File: config.mk
export PLATFORM = sky130hd
export DESIGN_NAME = multi_input_buff
export DESIGN_NICKNAME = d
export VERILOG_FILES = /design/src/rtl/multi_input_buff.sv
export SDC_FILE = /design/constraint.sdc
export NUM_CORES = 1
export LEC_CHECK = 0
export CORE_AREA = 2 2 231 233
export DETAILED_ROUTE_END_ITERATION = 8
export DIE_AREA = 0 0 233 235
export DONT_BUFFER_PORTS = 1
export PLACE_DENSITY_LB_ADDON = 0.05
export SLEW_MARGIN = 20
export SYNTH_ARGS = -nofsm -noshare
export SYNTH_HDL_FRONTEND = slang
export SYNTH_SLANG_ARGS = --single-unit
File: constraint.sdc
create_clock -name clk -period 2.9 [get_ports clk]
set_clock_uncertainty 0.15 [all_clocks]
set_input_delay 0.58 -clock clk [delete_from_list [all_inputs] [get_ports clk]]
set_output_delay 0.58 -clock clk [all_outputs]
set_load 0.1 [all_outputs]
File: src/rtl/multi_input_buff.sv
// multi_input_buff: synchronised NCHAN-line serial capture into NDATA-bit words.
// Optional macro MULTI_INPUT_BUFF_SYNC3_EN selects a 3-flop synchroniser (2 by default).
module multi_input_buff #(
  parameter int NCHAN = 4,
  parameter int NDATA = 128,
  parameter logic [NCHAN-1:0] INIT_MASK = NCHAN'(1),
  localparam int NDATA_LOG = $clog2(NDATA)
) (
  input  logic                   clk,
  input  logic                   rst,
  input  logic [NCHAN-1:0]       din,
  input  logic                   ena,
  input  logic                   start,
  input  logic [NDATA_LOG-1:0]   len,
  output logic [NCHAN*NDATA-1:0] dout,
  output logic                   busy,
  output logic                   done,
  output logic [NDATA_LOG-1:0]   cnt
);

`ifdef MULTI_INPUT_BUFF_SYNC3_EN
  localparam int SYNC_N = 3;
`else
  localparam int SYNC_N = 2;
`endif

  typedef enum logic [1:0] {
    IDLE,
    CAP,
    DONE
  } state_t;

  state_t state_q, state_d;

  logic [SYNC_N*NCHAN-1:0] sync_r;
  logic [NCHAN-1:0]        sync_q;
  logic [NDATA_LOG-1:0]    cnt_q;
  logic [NDATA_LOG-1:0]    len_q;
  logic [NDATA_LOG-1:0]    lenm1;
  logic                    last;
  logic                    wr;

  always_ff @(posedge clk or negedge rst) begin
    if (!rst) begin
      sync_r <= '0;
    end else begin
      sync_r <= {sync_r[(SYNC_N-1)*NCHAN-1:0], din};
    end
  end

  assign sync_q = sync_r[SYNC_N*NCHAN-1 -: NCHAN];

  // len_q of 0 wraps to all ones, i.e. the final write lands at NDATA-1
  assign lenm1 = len_q - 1'b1;
  assign last  = (cnt_q == lenm1);
  assign wr    = (state_q == CAP) && ena;

  always_ff @(posedge clk or negedge rst) begin
    if (!rst) begin
      state_q <= IDLE;
    end else begin
      state_q <= state_d;
    end
  end

  always_comb begin
    state_d = state_q;
    busy    = 1'b0;
    done    = 1'b0;
    unique case (state_q)
      IDLE: ;
      CAP: begin
        busy = 1'b1;
        if (ena && last) state_d = DONE;
      end
      DONE: done = 1'b1;
      default: state_d = IDLE;
    endcase
    if (start) state_d = CAP;
  end

  always_ff @(posedge clk or negedge rst) begin
    if (!rst) begin
      cnt_q <= '0;
      len_q <= '0;
    end else if (start) begin
      cnt_q <= '0;
      len_q <= len;
    end else if (wr) begin
      cnt_q <= cnt_q + 1'b1;
    end
  end

  assign cnt = cnt_q;

  for (genvar c = 0; c < NCHAN; c++) begin : g_ch
    logic [NDATA-1:0] word_q;

    always_ff @(posedge clk or negedge rst) begin
      if (!rst) begin
        word_q <= {NDATA{INIT_MASK[c]}};
      end else if (start) begin
        word_q <= {NDATA{INIT_MASK[c]}};
      end else if (wr) begin
        word_q[cnt_q] <= sync_q[c];
      end
    end

    assign dout[c*NDATA +: NDATA] = word_q;
  end

endmodule

==> results of run 1 <==
Yosys cell counts (all sizes together):
master / n / area (um2)
and2: 1 / 7.51
nor2: 84 / 596
dfrtp: 408 / 10200
clkbuf: 156 / 586
or4: 1 / 7.51
nor3b: 2 / 26.3
xor2: 7 / 61.3
nor4b: 2 / 47.6
mux2: 5 / 56.3
xnor2: 11 / 96.3
and4b: 1 / 13.8
ha: 2 / 25.0
nand3: 200 / 1010
nand4: 1 / 6.26
o21ai: 198 / 991
nor4: 3 / 33.8
nor3: 7 / 35.0
nand2: 473 / 1780
and3: 65 / 407
and3b: 1 / 8.76
dfstp: 128 / 3360
a211o: 124 / 1090
a21o: 1 / 7.51
nand2b: 5 / 31.3
a21oi: 386 / 1930
nor2b: 64 / 400
buf: 76 / 445
inv: 3 / 11.3
nand3b: 7 / 65.1
and2b: 1 / 7.51
nand4b: 1 / 8.76
state kept, by name, indices dropped and copies added (netlist names):
register     cells
cnt              7
g_ch.word_q    512
len_q            7
state_q          2
sync_r           8
kinds of logic (layout without fill, tap and decap cells):
group,Yosys count,count (layout),synth area share [%]
flip-flops,536,536,58.1
buffers and inverters,235,595,4.46
adder cells (fa/ha/maj),2,2,0.107
other,0,1,0
AND/OR/NAND/NOR,919,919,19.2
multiplexers,5,5,0.241
AO/OA/AOI/OAI,709,709,17.2
XOR/XNOR,18,18,0.675
per-layer routing:
metal	GRT usage, %	up-vias	routed length [um]
met5	0	-	0
met4	11.0	0	3460
met3	8.82	157	7450
met2	47.9	714	39500
met1	39.2	10100	33300
li1	-	8985	-
per-stage QoR:
stage / cells / area [um2] / setup WS [ns] / utilization (%)
after floorplan: 2424 / 23400 / 0.287 / -
after global placement: 3041 / 24600 / 0.590 / 47.2
after detailed placement: 3041 / 24600 / 0.503 / 47.2
after CTS: 3472 / 29800 / 0.0329 / 57.0
after global routing: 3472 / 29800 / -0.163 / 57.1
final: 3473 / 29800 / 0.125 / 57.1
path summary, 6_finish.rpt:
kind | startpoint | to | depth (start not counted)
worst max-delay path | cnt[5] | g_ch[2].word_q[101] | 5
worst min-delay path | rst | g_ch[1].word_q[29] | 0
worst max register to register | cnt[5] | g_ch[2].word_q[101] | 5
worst min register to register | sync_r[2] | sync_r[6] | 0
max in group asynchronous | rst | sync_r[6] | 0
min in group clk | sync_r[2] | sync_r[6] | 0
worst max-delay path, delay by kind of cell, from the launching register on:
family | cells | cell delay (ns)
flops | 1 | 0.60
buf+inv | 2 | 0.97
simple gates | 1 | 0.65
compound gates | 2 | 0.28
what timing repair did:
action                     in CTS  in global routing
setup endpoints to repair       0                 80
resized for setup               0                  8
setup buffers                   0                  0
hold endpoints to repair      980                468
area by class of cell:
type	count	area, um2
multi-input cells	1653	8800
fillers	4561	22400
repair buffers	484	4660
inverters	3	11.3
diodes	1	2.50
clock inverters	11	115
clock buffers	97	1760
flip-flops and latches	536	13600
well taps	688	861
report_power, final:
part / switching, mW / internal, mW
sequential: 0.0916 / 7.52
combinational: 0.447 / 0.159
clock: 3.11 / 4.28
total: 3.65 / 12.0
==> metrics, run 1 <==
total die area=54800 um2; fin crit share=95.7%; Final setup viols=0; # DRC=0; Initial DRC Count=1866; P&R area growth vs syn=27.6%; placer congestion estimate=0.838; min cycle time layout=2.77 ns; DP HPWL=49.0 mm; post-cts hold buffer count=323; RSZ-0062 raised after global routing=true; most common cell after layout, fill and taps aside=nand2_1; power per cell area=524 nW/um2; r2r setup slk=0.13 ns; Mapped Area=23400 um2; first-pass GRT wire length=127 mm; IO Port Bufs=0; Max Freq=360 MHz; CTS Buf Count=58; maxcap violations=0; standard-cell rows=84; Fin. Hold Viols=427; Cell variety after synth=43; core area=52200 um2; hold_ws=-0.492 ns; GRT Resource Usage Total=30.2%; Pwr Total=15.6 mW; vias in the first global route=19400; crit-path max cell delay=0.65 ns; drt total wl=83.8 mm; syn avg cell area=9.64 um2; critical path launch point type=flop; antenna violations before repair=1; CTS tree=yes; peak supply drop=417 uV; Fin Setup TNS=0 ns; Nets=2753; flops & latches, synth=536; crit-path cells=nand3_1 > buf_4 > o21ai_0 > a21oi_1 > dlygate4sd3_1; worst slew pin tran=1.26 ns; Root Buffer=clkbuf_16; status=finished, violations left; fin. max-slew vios=0; mean routed wirelength per cell=24.1 um; number of top-level pins=536; synth warn=0; Slowest-stage cell, CP=nand3_1; layout cell share with drive strength beyond 1=16.2%; CTS clk-pin slew, worst paths=0.06 ns; CP arrival=3.13 ns; Clock Tree Buf Depth=3; Worst setup EP type=flop; syn nets=2441; Vias/cell=5.74; CP Max Fanout=18; DRT Pass-1 Iters=6; Mapped Cells=2424; failing checks=negative hold slack; die height=235 um; DRT antenna net count=0; Hold Crit Class=in2async; commonest non-fill, non-tap cells in the layout=nand2_1 (470), dfrtp_1 (397), a21oi_1 (386), dlygate4sd3_1 (320), nand3_1 (199); largest net degree at the start of global routing=537; Setup CP Type=reg2reg; register area share after synthesis=58.1%; via count=20000; Initial Util=44.7%; CTS sink cnt=536; # H-tree levels=2; Slew HR=16.2%; Leakage Power=12.5 nW; Clk Latency, worst-skew pair=0.62 ns; die width=233 um; total grt overflow=0; WP data required=3.26 ns
Power figures use the tool's default switching activity.
==> inputs of run 2 (changes only) <==
Settings changed: SETUP_SLACK_MARGIN set to 0.15.
==> run 2 against run 1 <==
The flow finishes with violations (negative hold slack, max-slew violations). Count of clock-buffer cells in the layout stayed put. Sequential cell count is the same. Clock power about the same. Utilization rose by 0.27 points. Combinational power down 3%. Fmax up 3.2%. Largest power group unchanged. Die area unchanged. Cell count rose by 0.32%. Sequential power barely moved. Global-route usage rose by 0.051 points.
==> metrics, run 2 (synthesis results as in run 1) <==
status=finished, violations left (unchanged); failing checks=negative hold slack, max-slew violations (was negative hold slack); Fillers=4599 (was 4561); largest net degree at the start of global routing=537 (unchanged); DRT antenna net count=0 (unchanged); CTS tree=yes (unchanged); # H-tree levels=2 (unchanged); drt total wl=84.2 mm (was 83.8 mm); CTS clk-pin slew, worst paths=0.06 ns (about the same); Leakage Power=12.7 nW (was 12.5 nW); Fin. Hold Viols=433 (was 427); Worst setup EP type=flop (unchanged); Pwr Total=15.6 mW (about the same); Max Freq=372 MHz (was 360 MHz); hold_ws=-0.493 ns (was -0.492 ns); via count=20000 (about the same); maxcap violations=0 (unchanged); Slew HR=-5.84% (was 16.2%); Biggest register=g_ch.word_q (unchanged); Flop pwr share=48.9% (was 48.8%); Fin Setup TNS=0 ns (unchanged); die width=233 um (unchanged); placed cells=3041 (unchanged); vias in the first global route=19600 (was 19400); core area=52200 um2 (unchanged); total setup buffers inserted after CTS=0 (unchanged); DRT Pass-1 Iters=5 (was 6); CP Max Fanout=80 (was 18); Root Buffer=clkbuf_16 (unchanged); CP arrival=3.02 ns (was 3.13 ns); NetSw=3.61 mW (was 3.65 mW); total die area=54800 um2 (unchanged); GRT Resource Usage Total=30.2% (about the same); Final setup viols=0 (unchanged); Setup CP Type=reg2reg (unchanged); first-pass GRT wire length=127 mm (about the same); crit-path max cell delay=0.64 ns (was 0.65 ns); Power Internal=12.0 mW (about the same); combinational share of power=3.8% (was 3.9%); standard-cell rows=84 (unchanged); WP data required=3.23 ns (was 3.26 ns); Initial Util=44.7% (unchanged); CTS Buf Count=58 (unchanged); RSZ-0062 raised after global routing=true (unchanged); max reg flops=512 (unchanged); min cycle time layout=2.69 ns (was 2.77 ns); non-filler instance count after layout=3484 (was 3473); fin. max-slew vios=111 (was 0); Vias/cell=5.73 (was 5.74); Nets=2764 (was 2753); # DRC=0 (unchanged); Clk Latency, worst-skew pair=0.62 ns (about the same); fin crit share=92.7% (was 95.7%); top flop regs=g_ch.word_q: 512 flops, sync_r: 8 flops (unchanged); Initial DRC Count=1865 (was 1866); Clock Power Share=47.3% (about the same); CTS sink cnt=536 (unchanged); antenna violations before repair=2 (was 1); total grt overflow=0 (unchanged); IO Port Bufs=0 (unchanged); peak supply drop=412 uV (was 417 uV); Sw Share=23.2% (was 23.4%); mean routed wirelength per cell=24.2 um (was 24.1 um); DP HPWL=49.0 mm (unchanged); most common cell after layout, fill and taps aside=nand2_1 (unchanged); worst slew pin tran=1.59 ns (was 1.26 ns); layout cell share with drive strength beyond 1=16.6% (was 16.2%); critical path launch point type=flop (unchanged); Clock Tree Buf Depth=3 (unchanged); commonest non-fill, non-tap cells in the layout=nand2_1 (467), dfrtp_1 (397), a21oi_1 (386), dlygate4sd3_1 (332), nand3_1 (198) (was nand2_1 (470), dfrtp_1 (397), a21oi_1 (386), dlygate4sd3_1 (320), nand3_1 (199)); power per cell area=520 nW/um2 (was 524 nW/um2); placer congestion estimate=0.838 (unchanged); Hold Crit Class=in2async (unchanged); number of top-level pins=536 (unchanged); crit-path cells=nand3b_4 > nor4b_4 > buf_12 > nand2_1 > nand2_1 > a21oi_1 > dlygate4sd3_1 (was nand3_1 > buf_4 > o21ai_0 > a21oi_1 > dlygate4sd3_1); die height=235 um (unchanged); Worst path most repeated cell=nand2_1; Slowest-stage cell, CP=dlygate4sd3_1 (was nand3_1); P&R area growth vs syn=28.2% (was 27.6%)
[run 2: cell count changes in the layout (fill, tap and decap cells not counted), sizes merged]
cell / before / now
buf: 164 / 163
dlygate4sd3: 320 / 332
[run 2: metrics by stage]
step	utilization (%)	setup slack, ns	hold slack (ns)	instance area (um2)
floorplan	-	0.287	0.134	23400
global placement	47.2	0.590	0.145	24600
detailed placement	47.2	0.503	0.148	24600
CTS	57.2	0.170	-0.516	29900
global route	57.3	0.141	-0.536	29900
finish	57.3	0.210	-0.493	30000
[run 2: layout make-up]
| type | count | area, um2 | share of cell area, % |
|---|---|---|---|
| Multi-Input combinational cell | 1653 | 8840 | 29.5 |
| Timing Repair Buffer | 495 | 4760 | 15.9 |
| Inverter | 3 | 11.3 | 0.0376 |
| Tap cell | 688 | 861 | 2.87 |
| Clock inverter | 11 | 115 | 0.384 |
| Clock buffer | 97 | 1760 | 5.87 |
| Sequential cell | 536 | 13600 | 45.4 |
| Antenna cell | 1 | 2.50 | 0.00835 |
[run 2: metal layers]
| metal | global-route usage [%] | vias to the layer above | routed length (um) |
|---|---|---|---|
| met1 | 39.0 | 10100 | 33600 |
| met5 | 0 | - | 0 |
| met2 | 47.8 | 716 | 39800 |
| li1 | - | 8998 | - |
| met3 | 9.03 | 160 | 7310 |
| met4 | 11.7 | 0 | 3520 |
[run 2: what timing repair did]
| item | 4_1_cts | 5_1_grt |
|---|---|---|
| hold buffers | 332 | 2 |
| gates resized for setup | 0 | 24 |
| setup endpoints to repair | 0 | 192 |
| hold endpoints to repair | 980 | 555 |
[run 2: critical path, delay by kind of cell, from the launching register on]
family,cells,cell delay [ns]
AND/OR/NAND/NOR,4,0.83
AO/OA/AOI/OAI,1,0.08
flip-flops,1,0.42
buffers and inverters,2,1.01
[run 2: final timing paths]
path	endpoint	cells past startpoint	slack, ns	startpoint
max in group asynchronous	sync_r[6]	0	1.66	rst
hold / removal	g_ch[3].word_q[23]	0	-0.49	rst
setup reg to reg	g_ch[1].word_q[68]	7	0.21	state_q[1]
setup / recovery	g_ch[1].word_q[68]	7	0.21	state_q[1]
min in group clk	state_q[0]	4	0.12	ena
hold reg to reg	sync_r[6]	0	0.20	sync_r[2]
[run 2: power groups by stage]
stage                     clock [mW]  sequential (mW)  combinational, mW
after floorplan                    0             7.77              0.378
after global placement             0             7.74              0.492
after detailed placement           0             7.74              0.490
after CTS                       7.51             7.61              0.580
after global routing            7.86             7.62              0.617
final                           7.37             7.62              0.590
==> variant 1, RTL diff (settings of run 1) <==
Encoding of `state_t`: now one-hot (3 bits for 3 states).
--- a/src/rtl/multi_input_buff.sv
+++ b/src/rtl/multi_input_buff.sv
@@ -24,10 +24,10 @@
   localparam int SYNC_N = 2;
 `endif
 
-  typedef enum logic [1:0] {
-    IDLE,
-    CAP,
-    DONE
+  typedef enum logic [2:0] {
+    IDLE = 3'b001,
+    CAP  = 3'b010,
+    DONE = 3'b100
   } state_t;
 
   state_t state_q, state_d;
Formal check against the unedited RTL: same outputs for any inputs over 4 cycles, from zero or initial values and one cycle with rst low; so few cycles prove little.
==> variant 1 against run 1 <==
The flow finishes with violations (negative hold slack, max-slew violations). Sequential cell count rose by 1. Critical endpoint is now g_ch[2].word_q[3]. Global-route usage fell by 0.21 points. First-iteration DRC count down 14%. Design area increased by 1.8%. Routed wire length grew 2.5%. Sequential share of layout area decreased by 0.71 points. Critical path depth grew 2. Setup slack got worse by 0.059 ns. Final cell count up 1.6%. Die area unchanged. Highest routed layer unchanged. Via count rose by 0.67%. Total power up 2.9%. Synthesized area is 0.86% lower.
==> variant 1: results (changes against run 1) <==
Hold WS: -0.4562 ns (+0.03620 ns)
Final Hold Viols: 224 (-48%)
Status: finished with violations
GPL Wtd Cong: 0.8564 (+2.2%)
1st-iter DRT viols: 1,613 (-14%)
Wire length on met2: 41,340 um (+4.6%)
Global-route wire length before repair: 126,600 um (-0.55%)
Lkg Pwr: 0.01316 uW (+5.3%)
Register area share after synthesis: 58.73% (+0.62 points)
Met3 wire len: 8076 um (+8.4%)
Non-filler cells in the finished layout: 3,528 (+1.6%)
Layout cell share with drive strength beyond 1: 15.96% (-0.28 points)
Post-synth top cells: nand2_1 (468), dfrtp_1 (408), a21oi_1 (337)
Total track usage: 29.98% (-0.21 points)
Power Sequential: 7720 uW (+1%)
Worst VDD drop: 0.4790 mV (+15%)
Total power: 16,070 uW (+2.9%)
Placed Cells: 3,047 (+0.20%)
Slowest-stage cell, CP: dfrtp_2
Final Max Tran Viols: 357 (+357)
Hold Buf Count CTS: 360 (+11%)
Largest net degree at the start of global routing: 538 (+0.19%)
TritonRoute pass-1 iters: 5 (-1)
Final core utilization: 58.07% (+1.0 points)
Unique masters post-synth: 40 (-7.0%)
Routed WL per cell: 24.34 um (+0.92%)
Initial antenna violation count: 0 (-1)
Failing checks: negative hold slack, max-slew violations
Net count, final: 2,808 (+2.0%)
-- variant 1: cell count changes after synthesis, sizes merged, moves of 43 or more --
| cell | change |
|---|---|
| mux2i | +51 |
| a21oi | -49 |
| nor2b | -45 |
| a211o | -45 |
| nand3b | +43 |
| nor2 | +57 |
-- variant 1: final cells by class --
| type | instances | area (um2) |
|---|---|---|
| clock buffers | 87 | 1710 |
| clock inverters | 21 | 205.2 |
| inverters | 3 | 11.26 |
| flip-flops and latches | 537 | 13620 |
| repair buffers | 536 | 5151 |
| well taps | 688 | 860.8 |
| fillers | 4519 | 21900 |
| multi-input cells | 1655 | 8775 |
| diodes | 1 | 2.502 |
-- variant 1: layer usage --
layer | GRT usage (%) | up-vias
met5 | 0 | -
met4 | 10.67 | 0
met1 | 37.22 | 10139
li1 | - | 9033
met3 | 10.04 | 177
met2 | 48.67 | 735
-- variant 1: cells by family after synthesis --
| group | Yosys count | share of synthesized area (%) |
|---|---|---|
| buf+inv | 233 | 4.020 |
| flops | 537 | 58.73 |
| fa+ha+maj | 2 | 0.1080 |
| mux | 55 | 2.399 |
| xor+xnor | 15 | 0.5673 |
| compound gates | 617 | 14.67 |
| simple gates | 966 | 19.51 |
-- variant 1: final timing paths --
| path | start | to | slack, ns | depth (start not counted) |
|---|---|---|---|---|
| worst max register to register | cnt[6] | g_ch[2].word_q[3] | 0.07 | 7 |
| min in group clk | start | state_q[1] | 0.14 | 2 |
| max in group asynchronous | rst | sync_r[7] | 0.72 | 0 |
| worst max-delay path | cnt[6] | g_ch[2].word_q[3] | 0.07 | 7 |
| worst min register to register | sync_r[3] | sync_r[7] | 0.20 | 0 |
| worst min-delay path | rst | g_ch[3].word_q[117] | -0.46 | 0 |
==> variant 2, RTL diff (settings of run 1) <==
Made on the original files. Add a define of `MULTI_INPUT_BUFF_SYNC3_EN`.
--- a/src/rtl/multi_input_buff.sv
+++ b/src/rtl/multi_input_buff.sv
@@ -1,5 +1,7 @@
 // multi_input_buff: synchronised NCHAN-line serial capture into NDATA-bit words.
 // Optional macro MULTI_INPUT_BUFF_SYNC3_EN selects a 3-flop synchroniser (2 by default).
+`define MULTI_INPUT_BUFF_SYNC3_EN
+
 module multi_input_buff #(
   parameter int NCHAN = 4,
   parameter int NDATA = 128,
Check against the original RTL: not equivalent (a bounded check fails within 4 cycles, from zero or initial values and one cycle with rst low).
==> variant 2 against run 1 <==
Routed wire length rose by 2.1%. Via count rose by 0.60%. Total power rose by 2.8%. Non-clock buffer count rose by 21. Synthesized cell count rose by 0.17%. First-iteration DRC count rose by 4.9%. Design area rose by 1.5%. Worst hold slack got worse by 0.0083 ns. Maximum frequency fell by 5.0%. Sequential cell count rose by 4. Setup slack got worse by 0.14 ns. Clock power rose by 5.0%. Synthesized area rose by 0.12%. The flow finishes with violations (negative hold slack, max-slew violations, negative setup slack).
==> variant 2: results (changes against run 1) <==
Status: finished with violations
Failing checks: negative hold slack, max-slew violations, negative setup slack
Post-DR vias/cell: 5.736 (-0.15%)
Final Max Tran Viols: 100 (+100)
Post-Route WL: 85,500 um (+2.1%)
Final Hold Viols: 460 (+7.7%)
Post-Syn Nets: 2,445 (+0.16%)
Reg2reg start: cnt[3]
Post-Synth XOR/XNOR Area: 0.6741% (-0.00083 points)
Setup ws final: -0.01957 ns (-0.1449 ns)
Unique masters post-synth: 42 (-2.3%)
Power Sequential: 7680 uW (+0.8%)
Worst path top cell family by delay: simple AND/OR/NAND/NOR gates
Mean Syn Cell Area: 9.632 um2 (about the same)
Slowest-stage cell, CP: dlygate4sd3_1
1st-iter DRT viols: 1,958 (+4.9%)
Initial antenna violation count: 0 (-1)
CP max FO: 11 (-7)
Synth top area cells: dfrtp_1 (44%), dfstp_2 (14%), a21oi_1 (8.3%), nand2_1 (7.5%), a211o_1 (4.6%)
Final setup vio count: 1 (+1)
WP data arrival: 3.32 ns (+0.19 ns)
Largest registers: g_ch.word_q (512), sync_r (12)
Adder-cell area share of the yosys netlist: 0.1070% (-0.00013 points)
Hold WS: -0.5006 ns (-0.008251 ns)
Largest net degree at the start of global routing: 541 (+0.74%)
Worst VDD drop: 0.4199 mV (+0.64%)
GR Util met1: 38.97% (-0.28 points)
==> variant 2: repair_timing <==
item                        CTS  global route
resized for setup             0             9
hold endpoints to repair   1011           486
setup endpoints to repair     0            80
==> variant 2: how the worst max path moves through the flow <==
stage	from	end	slack, ns	depth (start not counted)
floorplan	cnt[0]	g_ch[2].word_q[78]	0.32	7
global placement	cnt[5]	g_ch[0].word_q[79]	0.56	6
detailed placement	cnt[5]	g_ch[0].word_q[77]	0.42	6
CTS	cnt[3]	g_ch[0].word_q[125]	0.02	6
global route	cnt[3]	g_ch[0].word_q[125]	-0.13	6
finish	cnt[3]	g_ch[0].word_q[117]	-0.02	6
==> variant 2: per-stage QoR <==
stage                     worst slack, ns  hold slack (ns)
final                            -0.01957          -0.5006
after global routing              -0.1319          -0.5265
after CTS                         0.02299          -0.5233
after detailed placement           0.4243           0.1478
after global placement             0.5620           0.1456
after floorplan                    0.3201           0.1344
==> variant 2: final cells by class <==
type	instances	area, um2
well taps	688	860.8
clock buffers	89	1802
repair buffers	505	4916
multi-input cells	1653	8771
flip-flops and latches	540	13700
clock inverters	20	202.7
fillers	4568	21970
inverters	3	11.26
diodes	1	2.502
==> variant 2: cells by family (layout without fill, tap and decap cells) <==
| group | count (synthesis) | in the layout |
|---|---|---|
| AO/OA/AOI/OAI | 709 | 709 |
| multiplexers | 5 | 5 |
| buffers and inverters | 235 | 617 |
| adder cells (fa/ha/maj) | 2 | 2 |
| AND/OR/NAND/NOR | 919 | 919 |
| XOR/XNOR | 18 | 18 |
| flip-flops | 540 | 540 |
| other | 0 | 1 |
==> variant 2: metal layers <==
metal | up-vias | wire length [um]
met5 | - | 0
met4 | 0 | 3621
met3 | 161 | 8051
met2 | 717 | 40470
met1 | 10171 | 33360
li1 | 9021 | -
